**src/rtl/drive_mode_arbiter.sv**
```systemverilog
// drive_mode_arbiter: power sequencing and driving-mode handover for a car.
// Grants one of three driving modules (manual, semi-auto, auto) access to the
// car bus. Every mode switch passes through a handover gap in which no module
// is granted. All outputs are registered.
//
// Parameters
//   PWR_HOLD    cycles pwr_on_btn must be held to power up
//   GAP_CYCLES  length of the handover gap
// Ports
//   clk, rst            clock, synchronous active-high reset
//   pwr_on_btn          power-on button (level, must be held)
//   pwr_off_btn         power-off button (level, highest priority)
//   mode_req[1:0]       requested mode: 00 none, 01 manual, 10 semi, 11 auto
//   man_out/semi_out/auto_out[7:0]  driving module output buses
//   man_p               manual module power-keep flag (0 = misoperation)
//   mode[1:0]           granted mode
//   car_out[7:0]        bus to the car, from the granted module or 0
//   power               car powered
//   busy                handover gap in progress
// Build option
//   FAULT_SHUTDOWN_EN   when defined, man_p=0 during manual RUN (3rd cycle
//                       onward) powers the car off.

module drive_mode_arbiter #(
    parameter int unsigned PWR_HOLD   = 16,
    parameter int unsigned GAP_CYCLES = 8
) (
    input  logic       clk,
    input  logic       rst,
    input  logic       pwr_on_btn,
    input  logic       pwr_off_btn,
    input  logic [1:0] mode_req,
    input  logic [7:0] man_out,
    input  logic       man_p,
    input  logic [7:0] semi_out,
    input  logic [7:0] auto_out,
    output logic [1:0] mode,
    output logic [7:0] car_out,
    output logic       power,
    output logic       busy
);

    localparam int unsigned HOLD_W = (PWR_HOLD > 1) ? $clog2(PWR_HOLD) : 1;
    localparam int unsigned GAP_W  = (GAP_CYCLES > 1) ? $clog2(GAP_CYCLES) : 1;

    localparam logic [1:0] MODE_NONE = 2'b00;
    localparam logic [1:0] MODE_MAN  = 2'b01;
    localparam logic [1:0] MODE_SEMI = 2'b10;
    localparam logic [1:0] MODE_AUTO = 2'b11;

    typedef enum logic [1:0] {
        ST_OFF  = 2'd0,
        ST_IDLE = 2'd1,
        ST_GAP  = 2'd2,
        ST_RUN  = 2'd3
    } state_e;

    state_e              state_q, state_d;
    logic [HOLD_W-1:0]   hold_q, hold_d;
    logic [GAP_W-1:0]    gap_q, gap_d;
    logic [1:0]          target_q, target_d;
    logic [1:0]          req_s1_q, req_s1_d;
    logic [1:0]          deb_q, deb_d;
    logic [1:0]          mode_q, mode_d;
    logic [7:0]          car_out_q, car_out_d;
    logic                power_q, power_d;
    logic                busy_q, busy_d;
    logic                fault_c;

`ifdef FAULT_SHUTDOWN_EN
    // RUN-cycle counter, saturating at 3; the fault is armed from value 2.
    logic [1:0] run_q, run_d;

    always_comb begin : run_cnt_comb
        run_d = 2'd0;
        if (state_q == ST_RUN && state_d == ST_RUN) begin
            run_d = (run_q == 2'd3) ? 2'd3 : run_q + 2'd1;
        end
    end

    always_ff @(posedge clk) begin : run_cnt_reg
        if (rst) begin
            run_q <= 2'd0;
        end else begin
            run_q <= run_d;
        end
    end

    assign fault_c = (mode_q == MODE_MAN) && (run_q >= 2'd2) && !man_p;
`else
    logic unused_man_p;
    assign unused_man_p = man_p;
    assign fault_c      = 1'b0;
`endif

    // State register.
    always_ff @(posedge clk) begin : state_reg
        if (rst) begin
            state_q <= ST_OFF;
        end else begin
            state_q <= state_d;
        end
    end

    // Next state, counters, target and request debounce.
    always_comb begin : next_state_comb
        state_d  = state_q;
        hold_d   = '0;
        gap_d    = gap_q;
        target_d = target_q;
        req_s1_d = mode_req;
        // A request counts once two consecutive samples agree.
        deb_d    = (mode_req == req_s1_q) ? mode_req : deb_q;

        case (state_q)
            ST_OFF: begin
                target_d = MODE_NONE;
                gap_d    = '0;
                // Both buttons pressed together never count as a hold.
                if (pwr_on_btn && !pwr_off_btn) begin
                    if (hold_q == HOLD_W'(PWR_HOLD - 1)) begin
                        state_d = ST_IDLE;
                    end else begin
                        hold_d = hold_q + HOLD_W'(1);
                    end
                end
            end
            ST_IDLE: begin
                if (pwr_off_btn) begin
                    state_d = ST_OFF;
                end else if (deb_q != MODE_NONE) begin
                    target_d = deb_q;
                    gap_d    = '0;
                    state_d  = ST_GAP;
                end
            end
            ST_GAP: begin
                if (pwr_off_btn) begin
                    state_d = ST_OFF;
                end else if (deb_q != target_q) begin
                    // Changed mind mid-gap: new target, full gap again.
                    target_d = deb_q;
                    gap_d    = '0;
                end else if (gap_q == GAP_W'(GAP_CYCLES - 1)) begin
                    gap_d   = '0;
                    state_d = (target_q == MODE_NONE) ? ST_IDLE : ST_RUN;
                end else begin
                    gap_d = gap_q + GAP_W'(1);
                end
            end
            ST_RUN: begin
                if (pwr_off_btn || fault_c) begin
                    state_d = ST_OFF;
                end else if (deb_q != mode_q) begin
                    target_d = deb_q;
                    gap_d    = '0;
                    state_d  = ST_GAP;
                end
            end
            default: begin
                state_d = ST_OFF;
            end
        endcase
    end

    // Output values for the next cycle, derived from the next state.
    always_comb begin : output_comb
        mode_d    = (state_d == ST_RUN) ? target_d : MODE_NONE;
        power_d   = (state_d != ST_OFF);
        busy_d    = (state_d == ST_GAP);
        car_out_d = 8'h00;
        case (mode_d)
            MODE_MAN:  car_out_d = man_out;
            MODE_SEMI: car_out_d = semi_out;
            MODE_AUTO: car_out_d = auto_out;
            default:   car_out_d = 8'h00;
        endcase
    end

    // Counters, debounce and output registers.
    always_ff @(posedge clk) begin : data_reg
        if (rst) begin
            hold_q    <= '0;
            gap_q     <= '0;
            target_q  <= MODE_NONE;
            req_s1_q  <= MODE_NONE;
            deb_q     <= MODE_NONE;
            mode_q    <= MODE_NONE;
            car_out_q <= 8'h00;
            power_q   <= 1'b0;
            busy_q    <= 1'b0;
        end else begin
            hold_q    <= hold_d;
            gap_q     <= gap_d;
            target_q  <= target_d;
            req_s1_q  <= req_s1_d;
            deb_q     <= deb_d;
            mode_q    <= mode_d;
            car_out_q <= car_out_d;
            power_q   <= power_d;
            busy_q    <= busy_d;
        end
    end

    assign mode    = mode_q;
    assign car_out = car_out_q;
    assign power   = power_q;
    assign busy    = busy_q;

endmodule

```
**config.mk**
```make
export PLATFORM = sky130hd
export DESIGN_NAME = drive_mode_arbiter
export DESIGN_NICKNAME = d
export VERILOG_FILES = /design/src/rtl/drive_mode_arbiter.sv
export SDC_FILE = /design/constraint.sdc
export NUM_CORES = 1
export LEC_CHECK = 0
export ABC_AREA = 1
export ABC_CLOCK_PERIOD_IN_PS = 1700
export BUFFER_PORTS_ARGS = -buffer_cell sky130_fd_sc_hd__buf_2
export CORE_ASPECT_RATIO = 1.75
export CORE_MARGIN = 5
export CORE_UTILIZATION = 45
export CTS_BUF_LIST = sky130_fd_sc_hd__clkbuf_4
export DETAILED_ROUTE_END_ITERATION = 6
export PLACE_DENSITY = 0.73
export SLEW_MARGIN = 20
export SYNTH_ARGS = -nofsm -noshare
export SYNTH_HDL_FRONTEND = slang
export SYNTH_SLANG_ARGS = --single-unit
```
**constraint.sdc**
```tcl
create_clock -name clk -period 1.7 [get_ports clk]
set_input_delay 0.17 -clock clk [delete_from_list [all_inputs] [get_ports clk]]
set_output_delay 0.17 -clock clk [all_outputs]
set_load 0.05 [all_outputs]
```
==> results of run 1 <==
-- cell families (layout without fill, tap and decap cells) --
family	Yosys count	in the layout	synth area share
AOI/OAI and AO/OA	18	18	0.0676
xor gates and xnor gates	2	2	0.0117
adders and majority gates	3	3	0.0250
buffers and inverters	38	88	0.127
DFF	27	27	0.360
and+or+nand+nor	117	120	0.409
-- how the worst min path moves through the flow --
stage,slack (ns),to,from
2_1_floorplan,0.28,req_s1_q[1],mode_req[1]
3_3_place_gp,0.41,req_s1_q[1],mode_req[1]
3_5_place_dp,0.42,req_s1_q[1],mode_req[1]
4_1_cts,0.05,req_s1_q[1],mode_req[1]
5_1_grt,0.06,req_s1_q[1],mode_req[1]
6_report,0.06,req_s1_q[1],mode_req[1]
-- state kept, by name, indices dropped and copies added, names as in the netlist --
signal    cells
req_s1_q      2
busy          1
gap_q         3
hold_q        4
car_out       8
deb_q         2
target_q      2
power         1
state_q       2
mode          2
-- repair_timing --
item | CTS | global route
gates cloned | 3 | 0
setup buffers | 1 | 2
resized for setup | 11 | 9
endpoints found under the setup margin | 8 | 13
hold buffers | 0 | 0
pin swaps | 11 | 9
-- worst register-to-register path, cell delays in order, from the launching register on --
cell and delay, ns:
dfxtp_2 0.39, ha_4 0.15, ha_4 0.13, inv_4 0.04, nor2_4 0.06, nand4_1 0.09, nand3_2 0.12, nor2_4 0.05
buf_12 0.14, nor2_4 0.17, nand4_1 0.13, nand3_1 0.09, nand2_1 0.05, inv_1 0.08
-- power by group --
part,internal [mW],leakage (nW),switching (mW)
Sequential,0.641,0.223,0.00805
Clock,0.0898,0.0139,0.193
Combinational,0.0543,0.765,0.0856
-- cells in the mapped netlist (all sizes together) --
library cell  count
nor2             27
a21oi             9
clkinv            1
a211oi            1
o21ai             6
buf               5
nand3            18
nor3              4
inv              30
o2111ai           1
xor2              2
clkbuf            2
ha                3
nand2            40
a31oi             1
dfxtp            27
nand4            26
nor4              2
-- area by class of cell --
type	count	area [sq um]
clock buffers	3	22.5
inverters	31	121
well taps	43	53.8
repair buffers	53	308
flip-flops and latches	27	552
clock inverters	1	7.51
fillers	326	1260
multi-input cells	143	853
-- stage by stage --
stage	cells	total power, mW
floorplan	205	0.743
CTS	300	1.08
global route	301	1.13
global placement	292	0.796
finish	301	1.07
detailed placement	292	0.799
-- metal layers --
| metal | vias to the layer above | GRT usage | share of wire |
|---|---|---|---|
| met5 | - | 0 | 0 |
| met4 | 0 | 0.112 | 0.049 |
| met3 | 12 | 0.0241 | 0.051 |
| met2 | 50 | 0.330 | 0.52 |
| met1 | 733 | 0.198 | 0.38 |
| li1 | 795 | - | - |
==> flow_summary.ini, run 1 <==
[layout]
diodes = 0
layout_commonest_cell = buf_2
final_layout_size_suffix_gt1_frac = 0.384
syn2layout_area_growth_pct = 27.9
final_core_util = 0.604
final_area_sq_mm = 0.00192
finalNetCount = 293
mostFrequentLayoutCells = buf_2, nand2_1, nand4_1

[grt]
gr-usage-all-layers = 0.186
grt_pass1_wl_microns = 6570
grt_overflow_total = 0
grt_pass1_vias = 1596
antenna_found_initial = 0
grt_max_degree = 18

[timing]
finClkSkew_ns = 0.00355
period_share = 1.02
hold_viol_final = 0
rsz0062_at_grt = true
tns_ns = -0.0255
slew_viol_final = 0
setup_viol = 1
worst_slack_ns = -0.0255
maxSlewHeadroom = 0.761
hold_ws_ns = 0.0646
tightest_slew_ns = 0.359
period_needed_ns = 1.73
timing.fmax_ghz = 0.580

[logic_synthesis]
synthesis.nets = 239
synth_top_area_frac = 0.360
yosysTopAreaCell = dfxtp_1
syn_inst = 205
ys_types = 30
syn_area_sq_mm = 0.00150
synthTopCellsByArea = dfxtp_1, nand4_1, nand2_1
yosysWarningCount = 0
syn_avg_cell_area_sq_um = 7.32
ys_ff_latch = 27
yosysSeqAreaShare = 0.360

[setup_path]
required_ns = 1.97
critPathMaxStageDelay_ns = 0.39
regToRegSetupSlack_ns = -0.03
crit_type = flip-flop to flip-flop
slowest_stage = dfxtp_2
crit_arrival_ns = 2.00
endpoint = car_out[2]
reg2reg_from = gap_q[0]
r2r_cells = 13
start_kind = flip-flop
cp.buffers_inverters = 3
end_kind = flip-flop
timing.critical_path.mode_cell = nor2_4
worst-path-stages = 13
path_max_fanout = 6
crit_chain = ha_4, ha_4, inv_4, nor2_4, nand4_1, nand3_2, nor2_4, buf_12, nor2_4, nand4_1, nand3_1, nand2_1, inv_1
cp_top_family = simple AND/OR/NAND/NOR gates
crit_start = gap_q[0]
r2r_end = car_out[2]

[pwr]
p_leak_nw = 1.00
peakVddDrop_uv = 561
powerDensity_mw_per_mm2 = 559

[clock_network]
clockBufferDepth = 2
tritoncts = yes
clkSinkCount = 27
htreeDepth = 1
cts_buffers = 3
clkLatencyLatePin_ns = 0.32
cts-root-buf = clkbuf_4
clk_pin_slew_ns = 0.15

[die]
core_area_sq_mm = 0.00318
dieArea_sq_mm = 0.00463
die_h_microns = 86.4
die_w_microns = 53.6
io_pins = 43
fp-row-count = 27
start_util = 0.472

[routing]
drt_iter0_drc = 25
drtAntennaViolNets = 0
via_per_inst = 5.28
drtPass1Iterations = 4
vias = 1590
drc = 0
wire_per_inst_microns = 12.8
finalWirelength_microns = 3850

[placement]
gp_congestion = 0.900
port_buffers = 41
dpl_cell_area_sq_mm = 0.00177
pre_cts_ws_ns = -0.154
hpwl_microns = 2920

[hold_path]
hold_class = primary input to flip-flop
hold_depth = 3

[status]
status = finished with violations
violations = setup timing

[flow_run]
cap_violations = 0
No activity file was read; power rests on OpenSTA's default activity.
==> run 2: changes to the inputs <==
- CORE_UTILIZATION: 45 -> 25
- CTS_BUF_LIST: sky130_fd_sc_hd__clkbuf_4 -> default
- PLACE_DENSITY: 0.73 -> default
- SETUP_SLACK_MARGIN: default -> 0.05
==> flow_summary.ini, run 2 (same netlist as run 1, synthesis figures left out) <==
[clock_network]
clk_pin_slew_ns = 0.09
cts_buffers = 3
clkSinkCount = 27
clkLatencyLatePin_ns = 0.29
cts-root-buf = clkbuf_8
htreeDepth = 1
clockBufferDepth = 2
tritoncts = yes

[placement]
port_buffers = 41
dpl_cell_area_sq_mm = 0.00184
hpwl_microns = 3110
gp_congestion = 0.839

[routing]
drtAntennaViolNets = 0
wire_per_inst_microns = 12.0
via_per_inst = 4.64
drtPass1Iterations = 3
finalWirelength_microns = 4060
drt_iter0_drc = 35
vias = 1572
drc = 0

[layout]
mostFrequentLayoutCells = buf_2, nand2_1, nand4_1
largest_reg_flops = 8
layout_commonest_cell = buf_2
final_area_sq_mm = 0.00201
diodes = 0
fill_cells = 655
finalNetCount = 296
syn2layout_area_growth_pct = 33.7
final_layout_size_suffix_gt1_frac = 0.383

[timing]
hold_viol_final = 0
timing.fmax_ghz = 0.591
slew_viol_final = 0
maxSlewHeadroom = 0.764
tns_ns = 0
tightest_slew_ns = 0.354
period_needed_ns = 1.69
finClkSkew_ns = 0.00373
period_share = 0.996
rsz0062_at_grt = true
hold_ws_ns = 0.116
setup_viol = 0

[setup_path]
critPathMaxStageDelay_ns = 0.36
required_ns = 1.94
end_kind = flip-flop
crit_chain = ha_4, ha_4, inv_2, nor2_2, nand4_1, nand3_2, nor2_4, buf_6, nor2_4, nand4_1, nand3_1, nand2_1, inv_1
path_max_fanout = 6
slowest_stage = dfxtp_2
r2r_cells = 13
start_kind = flip-flop
crit_arrival_ns = 1.94
crit_type = flip-flop to flip-flop

[pwr]
power_mw = 1.17
peakVddDrop_uv = 313
p_leak_nw = 1.00
powerDensity_mw_per_mm2 = 584

[die]
io_pins = 43
die_w_microns = 68.6
start_util = 0.255
die_h_microns = 112
fp-row-count = 37
dieArea_sq_mm = 0.00771
core_area_sq_mm = 0.00588

[status]
status = finished clean

[flow_run]
cap_violations = 0

[grt]
grt_pass1_wl_microns = 6710
antenna_found_initial = 0
gr-usage-all-layers = 0.114
grt_max_degree = 17
grt_pass1_vias = 1588
grt_overflow_total = 0

[hold_path]
hold_depth = 3
hold_class = primary input to flip-flop
-- run 2: cell types whose count changed in the layout (fill, tap and decap cells not counted) --
cell      change
buf_4         +1
nand2_8       +1
clkbuf_8      +3
nor2_2        +1
inv_4         -1
buf_6         +2
nor3_1        +1
nor3_2        -1
dfxtp_1       +1
inv_2         +1
dfxtp_2       -1
clkbuf_4      -3
nand2_4       -1
nor2_4        -1
-- run 2: final cells by class --
cell class              instances  area, sq um  share of cell area
well taps                      78         97.6              0.0487
multi-input cells             143          852               0.425
clock buffers                   3         41.3              0.0206
flip-flops and latches         27          551               0.274
repair buffers                 56          338               0.168
inverters                      31          119              0.0593
clock inverters                 1         7.51             0.00374
-- run 2: what timing repair did --
action,4_1_cts,5_1_grt
buffers inserted,1,3
setup endpoints to repair,8,15
hold buffers,0,0
pin swaps,9,15
gates cloned,3,0
gates resized for setup,6,13
-- run 2: per-stage QoR --
stage,setup slack [ns],utilization,std cells
floorplan,0.0769,-,205
global placement,-0.0734,0.312,329
detailed placement,-0.0827,0.312,329
CTS,-0.0233,0.332,337
global route,-0.122,0.341,339
finish,0.00669,0.341,339
-- run 2: worst max-delay path, delay by kind of cell, from the launching register on --
family / cells / cell delay, ns
flops: 1 / 0.36
simple gates: 8 / 0.80
buf+inv: 3 / 0.22
fa+ha+maj: 2 / 0.26
-- run 2: path summary, 6_finish.rpt --
| kind | endpoint | from | slack (ns) |
|---|---|---|---|
| worst max-delay path | car_out[0] | gap_q[0] | 0.007 |
| worst min register to register | hold_q[0] | hold_q[0] | 0.46 |
| worst min-delay path | req_s1_q[1] | mode_req[1] | 0.12 |
| worst max register to register | car_out[0] | gap_q[0] | 0.007 |
-- run 2: metal layers --
| metal | vias up | share of wire | wire length [microns] | global-route usage |
|---|---|---|---|---|
| met1 | 719 | 0.38 | 1550 | 0.116 |
| met3 | 15 | 0.044 | 180 | 0.0160 |
| li1 | 799 | - | - | - |
| met2 | 39 | 0.52 | 2120 | 0.197 |
| met4 | 0 | 0.051 | 208 | 0.0890 |
| met5 | - | 0 | 0 | 0 |
-- run 2: power breakdown --
part           switching (mW)  internal, mW  total, mW
registers             0.00806         0.640      0.648
logic                  0.0850        0.0572      0.142
clock network           0.213         0.167      0.381
total                   0.306         0.865       1.17
